### config.mk
export PLATFORM = sky130hd
export DESIGN_NAME = operand_arbiter_flat
export DESIGN_NICKNAME = d
export VERILOG_FILES = /design/src/rtl/operand_arbiter_if.sv /design/src/rtl/operand_arbiter.sv /design/src/flat_wrapper.sv
export SDC_FILE = /design/constraint.sdc
export NUM_CORES = 1
export LEC_CHECK = 0
export CAP_MARGIN = 20
export CORE_ASPECT_RATIO = 0.75
export CORE_MARGIN = 5
export CORE_UTILIZATION = 40
export DETAILED_ROUTE_END_ITERATION = 10
export HOLD_SLACK_MARGIN = 0.15
export PLACE_DENSITY_LB_ADDON = 0.08
export SETUP_SLACK_MARGIN = 0.2
export SYNTH_ARGS = -nofsm -noshare
export SYNTH_HDL_FRONTEND = slang
export SYNTH_SLANG_ARGS = --single-unit
### constraint.sdc
create_clock -name clk -period 6.7 [get_ports clk]
set_input_delay 0.67 -clock clk [delete_from_list [all_inputs] [get_ports clk]]
set_output_delay 0.67 -clock clk [all_outputs]
set_load 0.05 [all_outputs]
### src/rtl/operand_arbiter_if.sv
// Request, datapath and response signals of the shared-datapath arbiter.
// The arbiter takes the slave side; the requesters/datapath sit on master.
interface operand_arbiter_if #(
  parameter int DATA_WIDTH = 8,
  parameter int NUM_REQ    = 4
);
  localparam int IDW = $clog2(NUM_REQ);

  logic                          en;
  logic [NUM_REQ-1:0]            req_valid;
  logic [NUM_REQ-1:0]            req_ready;
  logic [NUM_REQ*DATA_WIDTH-1:0] req_a;
  logic [NUM_REQ*DATA_WIDTH-1:0] req_b;
  logic                          dp_valid;
  logic [DATA_WIDTH-1:0]         dp_a;
  logic [DATA_WIDTH-1:0]         dp_b;
  logic [DATA_WIDTH-1:0]         dp_result;
  logic                          rsp_valid;
  logic [IDW-1:0]                rsp_id;
  logic [DATA_WIDTH-1:0]         rsp_data;
  logic                          idle;

  modport master (
    output en, req_valid, req_a, req_b, dp_result,
    input  req_ready, dp_valid, dp_a, dp_b,
    input  rsp_valid, rsp_id, rsp_data, idle
  );

  modport slave (
    input  en, req_valid, req_a, req_b, dp_result,
    output req_ready, dp_valid, dp_a, dp_b,
    output rsp_valid, rsp_id, rsp_data, idle
  );
endinterface

### src/rtl/operand_arbiter.sv
// Round-robin issue of operand pairs into one fixed-latency datapath,
// with per-issue ID tags so each result returns to its requester.
module operand_arbiter #(
  parameter int DATA_WIDTH = 8,
  parameter int NUM_REQ    = 4,
  parameter int DP_LATENCY = 2
) (
  input logic              clk,
  input logic              rst,
  operand_arbiter_if.slave bus
);
  localparam int DW  = DATA_WIDTH;
  localparam int IDW = $clog2(NUM_REQ);
  localparam int TD  = DP_LATENCY + 1;
  localparam int CW  = $clog2(DP_LATENCY + 2);

  typedef enum logic [1:0] {
    IDLE  = 2'd0,
    RUN   = 2'd1,
    DRAIN = 2'd2
  } state_e;

  state_e         state_q, state_d;
  logic [IDW-1:0] ptr_q, ptr_d;
  logic [CW-1:0]  cnt_q, cnt_d;

  logic           dp_valid_q;
  logic [DW-1:0]  dp_a_q, dp_a_d;
  logic [DW-1:0]  dp_b_q, dp_b_d;

  logic [TD-1:0]  tag_v_q;
  logic [IDW-1:0] tag_id_q [TD];

  logic           rsp_valid_q;
  logic [IDW-1:0] rsp_id_q;
  logic [DW-1:0]  rsp_data_q;

  logic [NUM_REQ-1:0] grant;
  logic [IDW-1:0]     gnt_id;
  logic               accept;
  logic               retire;

  // First valid requester at or above ptr, wrapping; gated by en same cycle
  always_comb begin
    int idx;
    idx    = 0;
    grant  = '0;
    gnt_id = '0;
    accept = 1'b0;
    if (state_q == RUN && bus.en) begin
      for (int o = 0; o < NUM_REQ; o++) begin
        idx = (int'(ptr_q) + o) % NUM_REQ;
        if (!accept && bus.req_valid[idx]) begin
          grant[idx] = 1'b1;
          gnt_id     = IDW'(idx);
          accept     = 1'b1;
        end
      end
    end
  end

  assign retire = tag_v_q[TD-1];

  always_comb begin
    ptr_d  = ptr_q;
    dp_a_d = dp_a_q;
    dp_b_d = dp_b_q;
    if (accept) begin
      if (gnt_id == IDW'(NUM_REQ - 1)) begin
        ptr_d = '0;
      end else begin
        ptr_d = gnt_id + IDW'(1);
      end
      dp_a_d = bus.req_a[gnt_id*DW +: DW];
      dp_b_d = bus.req_b[gnt_id*DW +: DW];
    end
  end

  always_comb begin
    cnt_d = cnt_q;
    unique case ({accept, retire})
      2'b10:   cnt_d = cnt_q + CW'(1);
      2'b01:   cnt_d = cnt_q - CW'(1);
      default: cnt_d = cnt_q;
    endcase
  end

  always_comb begin
    state_d = state_q;
    unique case (state_q)
      IDLE: begin
        if (bus.en) state_d = RUN;
      end
      RUN: begin
        if (!bus.en) begin
          state_d = (cnt_q != '0) ? DRAIN : IDLE;
        end
      end
      DRAIN: begin
        if (bus.en) begin
          state_d = RUN;
        end else if (cnt_q == '0) begin
          state_d = IDLE;
        end
      end
      default: state_d = IDLE;
    endcase
  end

  always_ff @(posedge clk) begin
    if (rst) begin
      state_q     <= IDLE;
      ptr_q       <= '0;
      cnt_q       <= '0;
      dp_valid_q  <= 1'b0;
      dp_a_q      <= '0;
      dp_b_q      <= '0;
      tag_v_q     <= '0;
      rsp_valid_q <= 1'b0;
      rsp_id_q    <= '0;
      rsp_data_q  <= '0;
      for (int j = 0; j < TD; j++) begin
        tag_id_q[j] <= '0;
      end
    end else begin
      state_q     <= state_d;
      ptr_q       <= ptr_d;
      cnt_q       <= cnt_d;
      dp_valid_q  <= accept;
      dp_a_q      <= dp_a_d;
      dp_b_q      <= dp_b_d;
      tag_v_q     <= {tag_v_q[TD-2:0], accept};
      tag_id_q[0] <= gnt_id;
      for (int j = 1; j < TD; j++) begin
        tag_id_q[j] <= tag_id_q[j-1];
      end
      // Last tag stage lines up with the result on dp_result
      rsp_valid_q <= retire;
      if (retire) begin
        rsp_id_q   <= tag_id_q[TD-1];
        rsp_data_q <= bus.dp_result;
      end
    end
  end

  assign bus.req_ready = grant;
  assign bus.dp_valid  = dp_valid_q;
  assign bus.dp_a      = dp_a_q;
  assign bus.dp_b      = dp_b_q;
  assign bus.rsp_valid = rsp_valid_q;
  assign bus.rsp_id    = rsp_id_q;
  assign bus.rsp_data  = rsp_data_q;
  assign bus.idle      = (state_q == IDLE);
endmodule

### src/flat_wrapper.sv
// flat-port wrapper written by rule: the top's interface ports become plain ports
module operand_arbiter_flat 
#(
  parameter int DATA_WIDTH = 8,
  parameter int NUM_REQ    = 4,
  parameter int DP_LATENCY = 2
)
  (clk, rst, bus_en, bus_req_valid, bus_req_a, bus_req_b, bus_dp_result, bus_req_ready, bus_dp_valid, bus_dp_a, bus_dp_b, bus_rsp_valid, bus_rsp_id, bus_rsp_data, bus_idle);
  operand_arbiter_if #(.DATA_WIDTH(DATA_WIDTH), .NUM_REQ(NUM_REQ)) bus_i ();
  input logic clk;
  input logic rst;
  input wire logic [$bits(bus_i.en)-1:0] bus_en;
  input wire logic [$bits(bus_i.req_valid)-1:0] bus_req_valid;
  input wire logic [$bits(bus_i.req_a)-1:0] bus_req_a;
  input wire logic [$bits(bus_i.req_b)-1:0] bus_req_b;
  input wire logic [$bits(bus_i.dp_result)-1:0] bus_dp_result;
  output wire logic [$bits(bus_i.req_ready)-1:0] bus_req_ready;
  output wire logic [$bits(bus_i.dp_valid)-1:0] bus_dp_valid;
  output wire logic [$bits(bus_i.dp_a)-1:0] bus_dp_a;
  output wire logic [$bits(bus_i.dp_b)-1:0] bus_dp_b;
  output wire logic [$bits(bus_i.rsp_valid)-1:0] bus_rsp_valid;
  output wire logic [$bits(bus_i.rsp_id)-1:0] bus_rsp_id;
  output wire logic [$bits(bus_i.rsp_data)-1:0] bus_rsp_data;
  output wire logic [$bits(bus_i.idle)-1:0] bus_idle;
  assign bus_i.en = bus_en;
  assign bus_i.req_valid = bus_req_valid;
  assign bus_i.req_a = bus_req_a;
  assign bus_i.req_b = bus_req_b;
  assign bus_i.dp_result = bus_dp_result;
  assign bus_req_ready = bus_i.req_ready;
  assign bus_dp_valid = bus_i.dp_valid;
  assign bus_dp_a = bus_i.dp_a;
  assign bus_dp_b = bus_i.dp_b;
  assign bus_rsp_valid = bus_i.rsp_valid;
  assign bus_rsp_id = bus_i.rsp_id;
  assign bus_rsp_data = bus_i.rsp_data;
  assign bus_idle = bus_i.idle;
  operand_arbiter #(.DATA_WIDTH(DATA_WIDTH), .NUM_REQ(NUM_REQ), .DP_LATENCY(DP_LATENCY)) u_core (.clk(clk), .rst(rst), .bus(bus_i));
endmodule
* Word level (Yosys, flattened, before mapping)
Memory sizes are Yosys's and may differ from the RTL's. A register that Yosys moved wholly into a read port is not among the register bits.
Cells that the tools add are included.
** Storage, ports and cells
- Register bits after elaboration :: 35
- RAM bits :: 6
- Logic and storage cells :: 116
- Memories :: 1
- Input port bits :: 79
** Cells by class
- Equal/unequal tests :: 8
- Shifts and indexed selects :: 2
- Bitwise operators :: 9
- Multiplexer cells :: 54
- Add/subtract/negate cells :: 6
- $lt $le $gt $ge :: 8
- Reduce and logical (&&, ||, !) cells :: 19
** Memories
- u_core.tag_id_q :: words 3, bits a word 2, read ports 3, clocked after Yosys merged registers in 1, write ports 3, line operand_arbiter.sv:32 : logic [IDW-1:0] tag_id_q [TD];
** Operators by type and width (count)
- $shiftx A32 B6 Y8 :: 2
- $mux W4 :: 8
- $mux W2 :: 14
- $mux W1 :: 22
- $lt A3 B4 Y1 const B :: 3
- $or A4 B4 Y4 :: 3
- $ge A3 B1 Y1 const B :: 3
- $bmux W1 S2 :: 4
- $demux W1 S2 :: 4
- $logic_and A1 B1 Y1 :: 8
- $add A2 B1 Y2 const B :: 3
- $eq A2 B2 Y1 const B :: 3
- $pmux W2 S3 :: 1
- $reduce_or A2 Y1 :: 3
- $add A2 B2 Y2 const B :: 2
- $eq A2 B1 Y1 const B :: 2
- $logic_not A2 Y1 :: 2
- $ne A2 B2 Y1 const B :: 2
- $pmux W2 S2 :: 1
- $reduce_bool A2 Y1 :: 2
- $and A1 B1 Y1 const A :: 3
- $logic_not A1 Y1 :: 3
- $lt A2 B3 Y1 const B :: 1
- $ne A3 B2 Y1 const B :: 1
- 4 further kinds :: 6

* Depth between registers and ports, before layout
- Depth after elaboration :: 19
- Gate-level depth with buffers :: 13

* Least setup slack after synthesis
Ideal clock, no wire load.
- Kind :: register to output
- Start point :: reg u_core.ptr_q[0]
- End point :: out bus_req_ready[1]
- Path slack :: 3.186 ns
- Data arrival time :: 2.844 ns
- Cell stages (with the launch flop) :: 10
- Required time :: 6.030 ns
- Buffers on the path :: 2
- Path through :: dfxtp_1 -> buf_4 -> inv_1 -> ha_1 -> buf_4 -> or3b_1 -> a2111o_1 -> nand3_2 -> nand2_1 -> a21oi_1
** On the way
- Longest elaborated chain between the ends :: 16
- Elaborated cells on any way between the ends :: 63
- Those cells by class :: 3 x add/sub; 8 x order compare; 33 x mux; 6 x bitwise; 13 x reduce/logical
** RTL lines
- from (decl) :: line operand_arbiter.sv:24 : logic [IDW-1:0] ptr_q, ptr_d;
- from (signal assigned) :: line operand_arbiter.sv:127 : ptr_q <= ptr_d;
- $add A2 B1 Y2 / $bmux W1 S2 (equally long branches) :: line operand_arbiter.sv:52, operand_arbiter.sv:53
- $reduce_or A2 Y1 (no line) / $mux W1 (equally long branches)
- $and A1 B1 Y1 (no line) / $mux W1 (equally long branches)
- $lt A3 B4 Y1 (implied by the code), or another cell as far along :: line operand_arbiter.sv:54 : grant[idx] = 1'b1;
- $logic_and A1 B1 Y1 (implied by the code) / $logic_not A1 Y1 (equally long branches) :: line operand_arbiter.sv:54, operand_arbiter.sv:53
- $mux W1 (implied by the code) / $logic_and A1 B1 Y1 (equally long branches) :: line operand_arbiter.sv:54, operand_arbiter.sv:53
- $demux W1 S2 / $mux W1 (equally long branches)
- $or A4 B4 Y4 (no line) / $mux W1 (equally long branches)
- $mux W4 / $logic_not A1 Y1 (equally long branches) :: line operand_arbiter.sv:53 : if (!accept && bus.req_valid[idx]) begin
- $mux W4 / $logic_and A1 B1 Y1 (equally long branches) :: line operand_arbiter.sv:50, operand_arbiter.sv:53
- $or A4 B4 Y4 (no line) / $mux W1 (equally long branches)
- $mux W4 / $mux W1 (equally long branches) :: line operand_arbiter.sv:53, operand_arbiter.sv:50
- $mux W4 / $logic_not A1 Y1 (equally long branches) :: line operand_arbiter.sv:50, operand_arbiter.sv:53
- $or A4 B4 Y4 (no line) / $logic_and A1 B1 Y1 (equally long branches)
- $mux W4 * :: line operand_arbiter.sv:53
- $mux W4 * :: line operand_arbiter.sv:50 : if (state_q == RUN && bus.en) begin
- to (decl) :: line flat_wrapper.sv:17 : output wire logic [$bits(bus_i.req_ready)-1:0] bus_req_ready;
Mark *: on every way between the ends. The rest lies on a longest branch, timed or not. The select of a mux whose other input is x is not followed.

* Worst setup path in the final report
Ends and elaborated chain as after synthesis.

==> summary.txt <==
CTS
--------------------------------------------------------------------------------------------------
Later-pin clock latency in the skew report                                                 0.30 ns
Root buf cell                                                                         sky130_fd_sc_hd__clkbuf_8
Post-CTS resize count                                                                            0
TritonCTS clock tree                                                                          done
H-Tree Level Count                                                                               2
Number of sinks on the clock net                                                                42
Clock transition time at the flip-flop clock pins of the worst setup and hold paths        0.09 ns
Number of CTS-inserted buffers                                                                   5
CTS Hold Buffers Added                                                                           0
Max clock buf depth                                                                              2
Post-CTS Repair Setup Buffers                                                                    0

SYNTHESIS
--------------------------------------------------------------------------------------------------
Most frequent cell after synthesis                                                    sky130_fd_sc_hd__dfxtp_1
Net Count, Synth                                                                               325
Count of flip-flops with a built-in enable after synthesis                                       0
Cells after Synth                                                                              237
Synth Flop Type                                                                       sky130_fd_sc_hd__dfxtp_1
Cell types occupying the most area after synthesis                                    sky130_fd_sc_hd__dfxtp_1 37%, sky130_fd_sc_hd__mux2i_1 16%, sky130_fd_sc_hd__o221ai_1 6.1%
Proportion of synthesized chip area in sequential cells                                      0.367
Proportion of register bits with asynchronous set or reset after synthesis                       0
Netlist Area Pre-Place                                                                0.00229 sq mm
Leading area contributor after synthesis                                              sky130_fd_sc_hd__dfxtp_1
Number of library cell types mapped by synthesis                                                42
Register bit total from synthesis                                                               42
Number of warnings reported in the yosys synthesis log                                           0
Average footprint of a synthesized cell                                                 9.68 sq um
Synth top area share                                                                         0.367
Most frequent cells after synthesis                                                   42 x sky130_fd_sc_hd__dfxtp_1, 37 x sky130_fd_sc_hd__mux2i_1, 27 x sky130_fd_sc_hd__nand2_1, 22 x sky130_fd_sc_hd__nor2_1, 16 x sky130_fd_sc_hd__o221ai_1

STA
--------------------------------------------------------------------------------------------------
Count of endpoints failing setup in the final report                                             0
Unrepaired setup endpoints after global routing                                              false
Clock Skew                                                                              0.00796 ns
Measured slew at the worst slew-check pin                                                 0.950 ns
Period utilization                                                                           0.679
Headroom to the max-slew limit                                                               0.362
Achievable Freq                                                                          0.220 GHz
Endpoints failing hold                                                                           0
Minimum period implied by the final worst setup slack                                      4.55 ns
Sum of negative setup slack                                                                   0 ns
Min Hold Slack                                                                            0.436 ns
Pins over their slew limit                                                                       0

POWER AND IR DROP
--------------------------------------------------------------------------------------------------
Power density normalized to cell area                                                  158 mW/mm^2
LEAKAGE                                                                                    1.39 nW
Peak ir drop on the vdd network                                                            86.8 uV
Overall Power                                                                             0.556 mW

ROUTE
--------------------------------------------------------------------------------------------------
Routed WL per cell                                                                         14.7 um
Detailed-route wire length                                                                 6.18 mm
Post-route ant nets                                                                              0
Number of iterations in the first detailed-routing pass                                          4
Vias per std cell                                                                             5.00
DRC violation count after routing                                                                0
Via Count                                                                                     2106
Number of DRC markers after the initial detailed-route iteration                                45

GLOBAL ROUTE
--------------------------------------------------------------------------------------------------
Vias in the first global route                                                                2189
Global-route congestion overflow total                                                           0
Largest net degree at the start of global routing                                               34
First-pass GRT wire length                                                                 10.1 mm
Tot GR Track Use                                                                             0.170
Number of antenna violations at the first check in global routing                                0

SETUP PATH
--------------------------------------------------------------------------------------------------
Critical Path AT                                                                           3.88 ns
Worst setup EP type                                                                    output port
Crit Reg-Reg Endpoint                                                                 u_core.ptr_q[0]$_SDFFE_PP0P_
Kind of critical path                                                                 register to output port
Number of cell instances on the worst register-to-register path                                  9
Max FO, Critical Path                                                                           14
Required time at the worst-slack endpoint                                                  6.03 ns
Slack of the worst reg-to-reg path                                                         3.04 ns
Kind of start point of the critical path                                                  register
Critical register-to-register path startpoint                                         u_core.ptr_q[0]$_SDFFE_PP0P_

LAYOUT
--------------------------------------------------------------------------------------------------
Count of inserted antenna diode cells                                                            0
Number of nets in the finished design                                                          433
Post-route standard cell area excluding fillers                                       0.00352 sq mm
Layout-stage area growth over the synthesis result                                           53.6%
Layout cell share with drive strength beyond 1                                              0.0549

PLACED DESIGN
--------------------------------------------------------------------------------------------------
Final weighted congestion in routability-driven placement                                    0.813
Count of port buffers added during placement                                                   111
Half-perimeter wire length of the detailed placement result                                4.72 mm
Area after detailed placement                                                         0.00342 sq mm

FLOORPLANNING
--------------------------------------------------------------------------------------------------
# rows                                                                                          23
Horiz. Die Dim                                                                             97.4 um
Die extent in y                                                                            75.6 um
IO Count                                                                                       112
Initial Utilization                                                                          0.422
Area of the die                                                                       0.00736 sq mm
Area of the placeable core                                                            0.00544 sq mm

FLOW RUN
--------------------------------------------------------------------------------------------------
Max-capacitance violation count                                                                  0

OUTCOME
--------------------------------------------------------------------------------------------------
Result of the run                                                                     finished clean

MIN PATH
--------------------------------------------------------------------------------------------------
Classification of the worst-slack hold path                                           register to register
Worst Min Path Start                                                                  u_core.tag_id_q[1][1]$_SDFF_PP0_
Number of stages on the worst hold path                                                          1
Capture endpoint of the worst hold path                                               u_core.tag_id_q[2][1]$_SDFF_PP0_

-- flip-flops by register name (all words and copies together) (netlist names) --
| name | cells |
|---|---|
| u_core.bus.dp_a | 8 |
| u_core.bus.rsp_id | 2 |
| u_core.tag_v_q | 3 |
| u_core.ptr_q | 2 |
| u_core.bus.dp_b | 8 |
| u_core.bus.rsp_valid | 1 |
| u_core.cnt_q | 2 |
| u_core.state_q | 2 |
| u_core.bus.rsp_data | 8 |
| u_core.tag_id_q | 6 |
-- critical path: stages (launching register included) --
cell and delay, ns:
sky130_fd_sc_hd__dfxtp_1 0.74, sky130_fd_sc_hd__inv_1 0.30, sky130_fd_sc_hd__ha_1 0.53, sky130_fd_sc_hd__mux4_1 0.45, sky130_fd_sc_hd__nor2b_1 0.31, sky130_fd_sc_hd__a22oi_1 0.11, sky130_fd_sc_hd__nand2_1 0.09, sky130_fd_sc_hd__o21ai_0 0.08
sky130_fd_sc_hd__a21oi_1 0.15, sky130_fd_sc_hd__clkdlybuf4s50_1 0.82
-- power breakdown --
part,internal (mW),switching [mW]
Clock,0.0752,0.0920
Combinational,0.0688,0.0597
Sequential,0.255,0.00539
-- routing by layer --
| layer | part of all wire | track usage | up-vias |
|---|---|---|---|
| met5 | 0 | 0 | - |
| met4 | 0.0092 | 0.0445 | 0 |
| met3 | 0.12 | 0.0933 | 6 |
| met2 | 0.44 | 0.273 | 81 |
| met1 | 0.43 | 0.203 | 933 |
| li1 | - | - | 1086 |
-- per-stage QoR --
step,setup slack [ns],std cells,util
6_report,2.15,421,0.648
5_1_grt,1.86,421,0.648
4_1_cts,2.17,420,0.646
3_5_place_dp,2.49,412,0.629
3_3_place_gp,2.61,412,0.629
2_1_floorplan,3.19,237,-
-- cell families (layout without fill, tap and decap cells) --
kind of cell	Yosys count	in the layout	synth area share
compound gates	50	50	0.169
xor+xnor	4	4	0.0153
fa+ha+maj	9	9	0.0491
buf+inv	20	129	0.0573
flops	42	42	0.367
mux	40	40	0.189
simple gates	72	72	0.154
-- area by class of cell --
type / count / area (sq um)
flip-flops and latches: 42 / 841
well taps: 75 / 93.8
clock inverters: 3 / 25.0
inverters: 7 / 38.8
clock buffers: 5 / 68.8
multi-input cells: 175 / 1320
repair buffers: 114 / 1130
fillers: 472 / 1920
-- how the worst max path moves through the flow --
stage	startpoint	endpoint	cells after the start	slack (ns)
after floorplan	u_core.ptr_q[0]$_SDFFE_PP0P_	bus_req_ready[1]	9	3.19
after global placement	u_core.ptr_q[0]$_SDFFE_PP0P_	bus_req_ready[3]	9	2.61
after detailed placement	u_core.ptr_q[0]$_SDFFE_PP0P_	bus_req_ready[1]	9	2.49
after CTS	u_core.ptr_q[0]$_SDFFE_PP0P_	bus_req_ready[1]	9	2.17
after global routing	u_core.ptr_q[0]$_SDFFE_PP0P_	bus_req_ready[1]	9	1.86
final	u_core.ptr_q[0]$_SDFFE_PP0P_	bus_req_ready[1]	9	2.15
-- cells in the final DEF (no fill, tap or decap), drive strengths merged, types with 2 or more instances in the layout --
cell and n:
clkinv 2, nor3b 2, nand3 2, mux4 2
a22oi 4, nor2b 9, nand3b 2, o211ai 10
nor2 23, clkbuf 5, a211oi 2, mux2i 37
o21ai 7, o221ai 16, clkdlybuf4s50 111, a21oi 6
dfxtp 42, xnor2 3, buf 3, inv 7
nand2 27, ha 9
Power figures use the tool's default switching activity.
